File: src/rtl/spi_flash_fetch_pkg.sv
// Shared definitions for the SPI flash word fetcher: read command, FSM
// states, field and counter widths, and the flash-to-core byte reordering.
// No ports; imported by the interface, the SCK divider and the top.
package spi_flash_fetch_pkg;

  localparam logic [7:0] FLASH_CMD_READ = 8'h03;

  localparam int ADDR_W    = 24;  // flash byte address
  localparam int DATA_W    = 32;  // fetched word
  localparam int TX_BITS   = 32;  // command + address shifted out on MOSI
  localparam int BIT_CNT_W = 6;   // counts the 64 bit periods of a transaction
  localparam int DIV_CNT_W = 4;   // CLK_DIV up to 16
  localparam int GAP_CNT_W = 4;   // CS_HIGH up to 15

  typedef enum logic [1:0] {
    IDLE  = 2'd0,
    SHIFT = 2'd1,
    GAP   = 2'd2
  } state_e;

  // Flash streams B0 (lowest address) first; the core wants it in the LSBs.
  function automatic logic [DATA_W-1:0] byte_swap(input logic [DATA_W-1:0] w);
    return {w[7:0], w[15:8], w[23:16], w[31:24]};
  endfunction

endpackage

File: src/rtl/spi_flash_fetch_if.sv
// Core-side fetch port: request handshake, flush, and the response word.
// Latency/backpressure are set by the slave; req_ready stalls the master.
// Ports: req_valid/req_ready/req_addr, flush, rsp_valid/rsp_data.
interface spi_flash_fetch_if;
  import spi_flash_fetch_pkg::*;

  logic              req_valid;
  logic              req_ready;
  logic [ADDR_W-1:0] req_addr;
  logic              flush;
  logic              rsp_valid;
  logic [DATA_W-1:0] rsp_data;

  modport master (
    output req_valid, req_addr, flush,
    input  req_ready, rsp_valid, rsp_data
  );

  modport slave (
    input  req_valid, req_addr, flush,
    output req_ready, rsp_valid, rsp_data
  );

endinterface

File: src/rtl/spi_flash_fetch_sck_gen.sv
// SPI mode-0 clock divider: sck low CLK_DIV cycles, then high CLK_DIV cycles.
// Strobes rise/fall are combinational and mark the edge that toggles sck.
// Ports: clk, rst, en (low parks sck at 0 on the next edge), sck, rise, fall.
module spi_sck_gen #(
  parameter int CLK_DIV = 1
) (
  input  logic clk,
  input  logic rst,
  input  logic en,
  output logic sck,
  output logic rise,
  output logic fall
);
  import spi_flash_fetch_pkg::*;

  localparam logic [DIV_CNT_W-1:0] DIV_LAST = DIV_CNT_W'(CLK_DIV - 1);

  logic [DIV_CNT_W-1:0] div_cnt;
  logic                 wrap;

  assign wrap = en && (div_cnt == DIV_LAST);
  assign rise = wrap && !sck;
  assign fall = wrap && sck;

  always_ff @(posedge clk or posedge rst) begin
    if (rst) begin
      div_cnt <= '0;
      sck     <= 1'b0;
    end else if (!en) begin
      // Disabling always restarts a fresh low half-period.
      div_cnt <= '0;
      sck     <= 1'b0;
    end else if (wrap) begin
      div_cnt <= '0;
      sck     <= ~sck;
    end else begin
      div_cnt <= div_cnt + 1'b1;
    end
  end

endmodule

File: src/rtl/spi_flash_fetch.sv
// SPI flash 32-bit fetch engine: READ (0x03) + 24-bit address, 32 data bits.
// Latency: accept at cycle 0 -> rsp_valid at cycle 1+128*CLK_DIV.
// Backpressure: req_ready only while idle; flush aborts, CS_HIGH gap enforced.
// Ports: clk, rst, bus (core side, slave modport), spi_csb/sck/mosi/miso.
module spi_flash_fetch #(
  parameter int CLK_DIV = 1,
  parameter int CS_HIGH = 2
) (
  input  logic               clk,
  input  logic               rst,
  spi_flash_fetch_if.slave   bus,
  output logic               spi_csb,
  output logic               spi_sck,
  output logic               spi_mosi,
  input  logic               spi_miso
);
  import spi_flash_fetch_pkg::*;

  localparam logic [GAP_CNT_W-1:0] GAP_LAST = GAP_CNT_W'(CS_HIGH - 1);

  state_e               state;
  state_e               state_nxt;
  logic [BIT_CNT_W-1:0] bit_cnt;
  logic [GAP_CNT_W-1:0] gap_cnt;
  logic [TX_BITS-1:0]   tx_sr;
  logic [DATA_W-1:0]    rx_sr;
  logic [DATA_W-1:0]    rsp_data_q;
  logic                 rsp_valid_q;
  logic                 accept;
  logic                 sck_en;
  logic                 rise;
  logic                 fall;
  logic                 last_fall;

  assign accept    = (state == IDLE) && bus.req_valid;
  // Flush stops the divider so sck drops on the same edge csb rises.
  assign sck_en    = (state == SHIFT) && !bus.flush;
  // fall is gated by sck_en, so a flush in the final cycle suppresses this.
  assign last_fall = fall && (bit_cnt == '1);

  assign bus.req_ready = (state == IDLE);
  assign bus.rsp_valid = rsp_valid_q;
  assign bus.rsp_data  = rsp_data_q;
  assign spi_csb       = (state != SHIFT);

  spi_sck_gen #(.CLK_DIV(CLK_DIV)) u_sck_gen (
    .clk  (clk),
    .rst  (rst),
    .en   (sck_en),
    .sck  (spi_sck),
    .rise (rise),
    .fall (fall)
  );

  always_ff @(posedge clk or posedge rst) begin
    if (rst) state <= IDLE;
    else     state <= state_nxt;
  end

  always_comb begin
    state_nxt = state;
    case (state)
      IDLE:    if (bus.req_valid)             state_nxt = SHIFT;
      SHIFT:   if (bus.flush || last_fall)    state_nxt = GAP;
      GAP:     if (gap_cnt == GAP_LAST)       state_nxt = IDLE;
      default:                                state_nxt = IDLE;
    endcase
  end

  always_ff @(posedge clk or posedge rst) begin
    if (rst) begin
      bit_cnt     <= '0;
      gap_cnt     <= '0;
      tx_sr       <= '0;
      rx_sr       <= '0;
      rsp_data_q  <= '0;
      rsp_valid_q <= 1'b0;
      spi_mosi    <= 1'b0;
    end else begin
      rsp_valid_q <= 1'b0;
      gap_cnt     <= (state == GAP) ? gap_cnt + 1'b1 : '0;

      case (state)
        IDLE: begin
          if (accept) begin
            // First MOSI bit goes out with csb falling; the rest sit in tx_sr
            // and shift in zeros, which become the idle-low read phase.
            spi_mosi <= FLASH_CMD_READ[7];
            tx_sr    <= {FLASH_CMD_READ[6:0], bus.req_addr, 1'b0};
            bit_cnt  <= '0;
          end
        end
        SHIFT: begin
          if (bus.flush) begin
            spi_mosi <= 1'b0;
          end else begin
            // bit_cnt[5] set means periods 32..63: the read half.
            if (rise && bit_cnt[BIT_CNT_W-1])
              rx_sr <= {rx_sr[DATA_W-2:0], spi_miso};
            if (fall) begin
              bit_cnt  <= bit_cnt + 1'b1;
              spi_mosi <= tx_sr[TX_BITS-1];
              tx_sr    <= {tx_sr[TX_BITS-2:0], 1'b0};
            end
            if (last_fall) begin
              spi_mosi    <= 1'b0;
              rsp_valid_q <= 1'b1;
              rsp_data_q  <= byte_swap(rx_sr);
            end
          end
        end
        default: ;
      endcase
    end
  end

endmodule

File: src/flat_wrapper.sv
// flat-port wrapper written by rule: the top's interface ports become plain ports
module spi_flash_fetch_flat import spi_flash_fetch_pkg::*;
#(
  parameter int CLK_DIV = 1,
  parameter int CS_HIGH = 2
)
  (clk, rst, spi_csb, spi_sck, spi_mosi, spi_miso, bus_req_valid, bus_req_addr, bus_flush, bus_req_ready, bus_rsp_valid, bus_rsp_data);
  spi_flash_fetch_if bus_i ();
  input  logic clk;
  input  logic rst;
  output logic spi_csb;
  output logic spi_sck;
  output logic spi_mosi;
  input  logic spi_miso;
  input wire logic [$bits(bus_i.req_valid)-1:0] bus_req_valid;
  input wire logic [$bits(bus_i.req_addr)-1:0] bus_req_addr;
  input wire logic [$bits(bus_i.flush)-1:0] bus_flush;
  output wire logic [$bits(bus_i.req_ready)-1:0] bus_req_ready;
  output wire logic [$bits(bus_i.rsp_valid)-1:0] bus_rsp_valid;
  output wire logic [$bits(bus_i.rsp_data)-1:0] bus_rsp_data;
  assign bus_i.req_valid = bus_req_valid;
  assign bus_i.req_addr = bus_req_addr;
  assign bus_i.flush = bus_flush;
  assign bus_req_ready = bus_i.req_ready;
  assign bus_rsp_valid = bus_i.rsp_valid;
  assign bus_rsp_data = bus_i.rsp_data;
  spi_flash_fetch #(.CLK_DIV(CLK_DIV), .CS_HIGH(CS_HIGH)) u_core (.clk(clk), .rst(rst), .bus(bus_i), .spi_csb(spi_csb), .spi_sck(spi_sck), .spi_mosi(spi_mosi), .spi_miso(spi_miso));
endmodule
File: config.mk
export PLATFORM = sky130hd
export DESIGN_NAME = spi_flash_fetch_flat
export DESIGN_NICKNAME = d
export VERILOG_FILES = /design/src/rtl/spi_flash_fetch_pkg.sv /design/src/rtl/spi_flash_fetch_if.sv /design/src/rtl/spi_flash_fetch_sck_gen.sv /design/src/rtl/spi_flash_fetch.sv /design/src/flat_wrapper.sv
export SDC_FILE = /design/constraint.sdc
export NUM_CORES = 1
export LEC_CHECK = 0
export BUFFER_PORTS_ARGS = -buffer_cell sky130_fd_sc_hd__clkbuf_2
export CAP_MARGIN = 0
export CORE_ASPECT_RATIO = 0.7
export CORE_MARGIN = 2
export CORE_UTILIZATION = 40
export DETAILED_ROUTE_END_ITERATION = 10
export MAX_ROUTING_LAYER = met4
export SYNTH_ARGS = -nofsm -noshare
export SYNTH_HDL_FRONTEND = slang
export SYNTH_HIERARCHICAL = 1
export SYNTH_SLANG_ARGS = --single-unit
File: constraint.sdc
create_clock -name clk -period 10.2 [get_ports clk]
set_clock_uncertainty 0.05 [all_clocks]
set_input_delay 1.02 -clock clk [delete_from_list [all_inputs] [get_ports clk]]
set_output_delay 1.02 -clock clk [all_outputs]
set_load 0.01 [all_outputs]
Word-level counts from Yosys, hierarchy flattened:

Index checks and enable logic that the tools add are counted.

* $add $sub $neg: 3
* multiplexer cells: 25
* equality and inequality tests: 13
* bitwise gates (word level): 2
* reduce and logical (&&, ||, !) cells: 18

Operators by type and width (number)
* 32-bit two-way mux: 3
* 32-bit one-hot mux with 2 select lines: 1
* 6-bit two-way mux: 3
* 4-bit two-way mux: 3
* 6-bit one-hot mux with 2 select lines: 1
* 3-bit AND reduction: 4
* 2-bit by 1-bit != test with 1-bit output, second input constant: 5
* 1-bit two-way mux: 9
* 4-bit by 1-bit adder with 4-bit output, second input constant: 2
* 1-bit logical AND: 7
* 6-bit by 1-bit adder with 6-bit output, second input constant: 1
* 6-bit == test, second input constant: 1
* 2-bit two-way mux: 3
* 2-bit != test, second input constant: 3
* 2-bit one-hot mux with 3 select lines: 1
* 4-bit by 1-bit == test with 1-bit output, second input constant: 1
* 4-bit logical NOT: 1
* 4-bit by 2-bit != test with 1-bit output, second input constant: 1
* 4-bit AND reduction: 1
* 2-bit by 1-bit == test with 1-bit output, second input constant: 1
* 2-bit == test, second input constant: 1
* 1-bit logical NOT: 2
* 2-bit logical NOT: 1
* 1-bit NOT: 2
* 3 further kinds: 3

* bits of input ports: 29
* bits in registers: 115
* output and inout port bits: 37

Depth between registers and ports, before layout:

* depth in word-level cells: 8
* gate-level depth with buffers: 10
* gate-level depth less buffers: 7

Cells and area by module:

The synthesis kept the hierarchy.

By module, submodules not included
* spi_flash_fetch: area each 4480.5 sq um, cells each 328, times used 1
* spi_sck_gen: area each 270.3 sq um, cells each 25, times used 1

Worst setup path after synthesis:

Ideal clock, no wire load.

* path kind: input to register
* from: in bus_flush
* to: reg u_core.rsp_data_q[19] (netlist: u_core/bus.rsp_data[19])
* setup slack: 7.347 ns
* cell stages on the path: 6
* data required time: 10.025 ns
* library setup time: 0.125 ns
* data arrival time: 2.678 ns
* cells stage by stage: nor3b_2 > and3_2 > nand4_1 > nor4_4 > buf_6 > mux2_2

* longest elaborated chain between the ends: 6
* elaborated cells between the ends (all ways): 7
* those cells by class: bitwise: 1; reduce/logical: 6

RTL lines
* start: declaration: line flat_wrapper.sv:17 `input wire logic [$bits(bus_i.flush)-1:0] bus_flush;`
* 1-bit logical NOT: line spi_flash_fetch.sv:37 `assign sck_en = (state == SHIFT) && !bus.flush;`
* 1-bit logical AND: line spi_flash_fetch.sv:37
* 1-bit logical AND: line spi_flash_fetch_sck_gen.sv:21 `assign wrap = en && (div_cnt == DIV_LAST);`
* 1-bit logical AND: line spi_flash_fetch_sck_gen.sv:23 `assign fall = wrap && sck;`
* named net u_core.fall: line spi_flash_fetch.sv:32 `logic fall;`
* 1-bit logical AND: line spi_flash_fetch.sv:39 `assign last_fall = fall && (bit_cnt == '1);`
* 3-bit AND reduction (no line)
* end signal: assignment: line spi_flash_fetch.sv:108 `rsp_data_q <= byte_swap(rx_sr);`
* end: declaration: line spi_flash_fetch.sv:27 `logic [DATA_W-1:0] rsp_data_q;`

The timed path passes the listed nets, and every way through them passes these cells.
A chain may end at the register's enable or synchronous reset.

Final worst setup path:

* from: reg u_core.state[0]
* to: out spi_csb

* longest elaborated chain between the ends: 1

RTL lines
* start: declaration: line spi_flash_fetch.sv:21 `state_e state;`
* start signal: assignment: line spi_flash_fetch.sv:57 `else state <= state_nxt;`
* 2-bit by 1-bit != test with 1-bit output: line spi_flash_fetch.sv:44 `assign spi_csb = (state != SHIFT);`
* end: declaration: line flat_wrapper.sv:11 `output logic spi_csb;`

No other way between the ends.

==> flow_metrics.env <==
export IMPL_cpPeakStageDelay_ns=0.49
export IMPL_rsz0062_at_grt="no"
export IMPL_grt_ovfl_total=0
export IMPL_power_density_nw_per_um2=233
export IMPL_die_w_um=134
export IMPL_drtIter0Drc=126
export IMPL_diodes=0
export IMPL_worst_slew_pin_slew_ns=0.785
export IMPL_slew_viol_final=0
export IMPL_crit_chain="nor2b_4, inv_2, clkbuf_2"
export IMPL_cp_required_ns=9.13
export IMPL_leakage_nw=2.96
export IMPL_cap_viol_max_count=0
export IMPL_grtUsageTotal_pct=15.5
export IMPL_ys_types=44
export IMPL_synth_simple_area_share_pct=8.43
export IMPL_r2r_cells=6
export IMPL_synth_edf_count=0
export IMPL_final_cells=593
export IMPL_cts_tree="done"
export IMPL_max_freq_mhz=333
export IMPL_pre_cts_ws_ns=6.81
export IMPL_place_inst=561
export IMPL_clockBufferDepth=2
export IMPL_cts_clk_slew_worst_paths_ns=0.05
export IMPL_synth_adder_area_share_pct=1.32
export IMPL_vias=2954
export IMPL_worst_path_max_delay_cell="dfrtp_1"
export IMPL_crit_path_start_kind="register"
export IMPL_layout_common_cells="dfrtp_1 (114), clkbuf_2 (65), mux2_2 (61), o21ai_0 (28), nand3_1 (27)"
export IMPL_die_height_um=95.2
export IMPL_die_area_sq_um=12800
export IMPL_final_common_cell="dfrtp_1"
export IMPL_nets=457
export IMPL_drc=0
export IMPL_tns_ns=0
export IMPL_post_route_period_util_pct=29.5
export IMPL_clk_latency_ns=0.40
export IMPL_cts_buffers=17
export IMPL_cts_hold_buf=0
export IMPL_wirelength_um=8820
export IMPL_antenna_left=0
export IMPL_grt_max_degree=65
export IMPL_cp_arrival_ns=1.94
export IMPL_wl_per_cell_um=14.9
export IMPL_areaGrowthSynthToFinish_pct=22.9
export IMPL_drive_gt1_share_pct=39.2
export IMPL_relSlewSlack_pct=47.7
export IMPL_synth_xor_xnor_area_share_pct=0.553
export IMPL_async_flop_share_pct=100
export IMPL_synth_area_sq_um=4750
export IMPL_fillers=1028
export IMPL_grt_pass1_wl_um=14800
export IMPL_place_detailed_hpwl_um=5620
export IMPL_antenna_found_initial=0
export IMPL_post_cts_buffers=0
export IMPL_hp_class="reg2reg"
export IMPL_ioPinCount=66
export IMPL_synth_top_family_by_area="multiplexers"
export IMPL_critPathKind="reg2out"
export IMPL_clock_tree_root_cell="clkbuf_16"
export IMPL_start_util_pct=40.8
export IMPL_yosysSeqAreaShare_pct=60.0
export IMPL_hold_ws_ns=0.425
export IMPL_ys_dominant_reg_cell="dfrtp_1"
export IMPL_endpoint_kind="primary output"
export IMPL_holdPathStages=1
export IMPL_syn_inst=353
export IMPL_syn_area_per_cell_sq_um=13.5
export IMPL_fin_ws_ns=7.19
export IMPL_std_cell_rows=33
export IMPL_dr_pass1_iters=4
export IMPL_synthMuxAreaShare_pct=20.2
export IMPL_fin_crit_ns=3.01
export IMPL_vias_per_cell=4.98
export IMPL_setup_viol=0
export IMPL_yosys_warnings=6
export IMPL_hold_viol=0
export IMPL_core_sq_um=11600
export IMPL_gp_congestion=0.715
export IMPL_htree_levels=4
export IMPL_crit_path_max_fanout=16
export IMPL_peakVddDrop_mv=0.122
export IMPL_synth_fp_nets=387
export IMPL_status="complete, no violations"
export IMPL_cts_sinks=114
export IMPL_grt_pass1_vias=2947
export IMPL_cts_resized=0
export IMPL_synth_compound_area_share_pct=6.29
export IMPL_io_buffers=65
export IMPL_synth_seq_cells=114
-- routing by layer --
metal | part of all wire (%) | up-vias | global-route usage (%)
met4 | 1.5 | 0 | 6.58
met2 | 46 | 43 | 22.4
met5 | 0 | - | -
li1 | - | 1413 | -
met3 | 2.9 | 12 | 4.04
met1 | 50 | 1486 | 20.7
-- cell usage after synthesis, types with 2 or more instances --
cell      count  area share (%)
a21oi_1       3            0.32
a22o_1        6             1.1
buf_1         3            0.24
buf_2         2            0.21
buf_4         4            0.63
buf_6         3            0.71
clkbuf_1      9            0.71
dfrtp_1     114              60
ha_1          5             1.3
inv_1         7            0.55
mux2_1        3            0.71
mux2_2       61              14
mux2i_1      24             5.1
nand2_1       7            0.55
nand3_1      27             2.8
nand4_1       2            0.26
nor2_1        8            0.63
nor2b_1       2            0.26
nor3b_1       4            0.63
o211ai_1      3            0.47
o21ai_0      28             2.9
o21bai_1      2            0.32
o22a_1        2            0.37
o31ai_1       2            0.32
or4_1         2            0.32
xnor2_1       2            0.37
-- worst max-delay path: cells and delay by family, from the launching register on --
kind                   cells  cell delay, ns
flip-flops                 1            0.49
buffers and inverters      2            0.54
AND/OR/NAND/NOR            1            0.48
-- power breakdown --
| group | total, mW | internal [mW] | switching (mW) |
|---|---|---|---|
| Clock | 0.622 | 0.427 | 0.195 |
| Combinational | 0.192 | 0.0814 | 0.111 |
| Sequential | 0.543 | 0.505 | 0.0380 |
-- per-stage QoR --
| step | util [%] | area (sq um) | power (mW) |
|---|---|---|---|
| finish | 50.2 | 5840 | 1.36 |
| global route | 50.2 | 5840 | 1.43 |
| CTS | 50.2 | 5840 | 1.38 |
| detailed placement | 44.7 | 5210 | 0.746 |
| global placement | 44.7 | 5210 | 0.736 |
| floorplan | - | 4750 | 0.692 |
-- cell type report --
class	instances	area, sq um	area share [%]
clock inverter	9	153	2.61
clock buffer	23	478	8.19
multi-input combinational	210	1750	30.0
tap	157	196	3.36
sequential	114	2850	48.9
inverter	8	32.5	0.557
timing repair buffer	72	378	6.47
-- kinds of logic after synthesis --
| kind of cell | Yosys count |
|---|---|
| buffers and inverters | 29 |
| DFF | 114 |
| muxes | 88 |
| and+or+nand+nor | 65 |
| xor gates and xnor gates | 3 |
| AOI/OAI and AO/OA | 49 |
| adders and majority gates | 5 |
-- registers in the layout, summed over array words and instances, names as in the netlist --
name,cells
u_core/state,2
u_core/gap_cnt,4
u_core/tx_sr,31
u_core/bus.rsp_data,32
u_core/u_sck_gen/sck,1
u_core/bus.rsp_valid,1
u_core/bit_cnt,6
u_core/u_sck_gen/div_cnt,4
u_core/rx_sr,32
u_core/spi_mosi,1
-- worst paths after layout --
kind / from / slack, ns / end
max: u_core/state[0] / 7.19 / spi_csb
min: u_core/bit_cnt[4] / 0.42 / u_core/bit_cnt[4]
max in group asynchronous: rst / 8.24 / u_core/bus.rsp_data[26]
min reg2reg: u_core/bit_cnt[4] / 0.42 / u_core/bit_cnt[4]
min in group asynchronous: rst / 0.49 / u_core/u_sck_gen/div_cnt[2]
max reg2reg: u_core/state[0] / 7.47 / u_core/bus.rsp_data[0]
(Power assumes the default switching activity.)
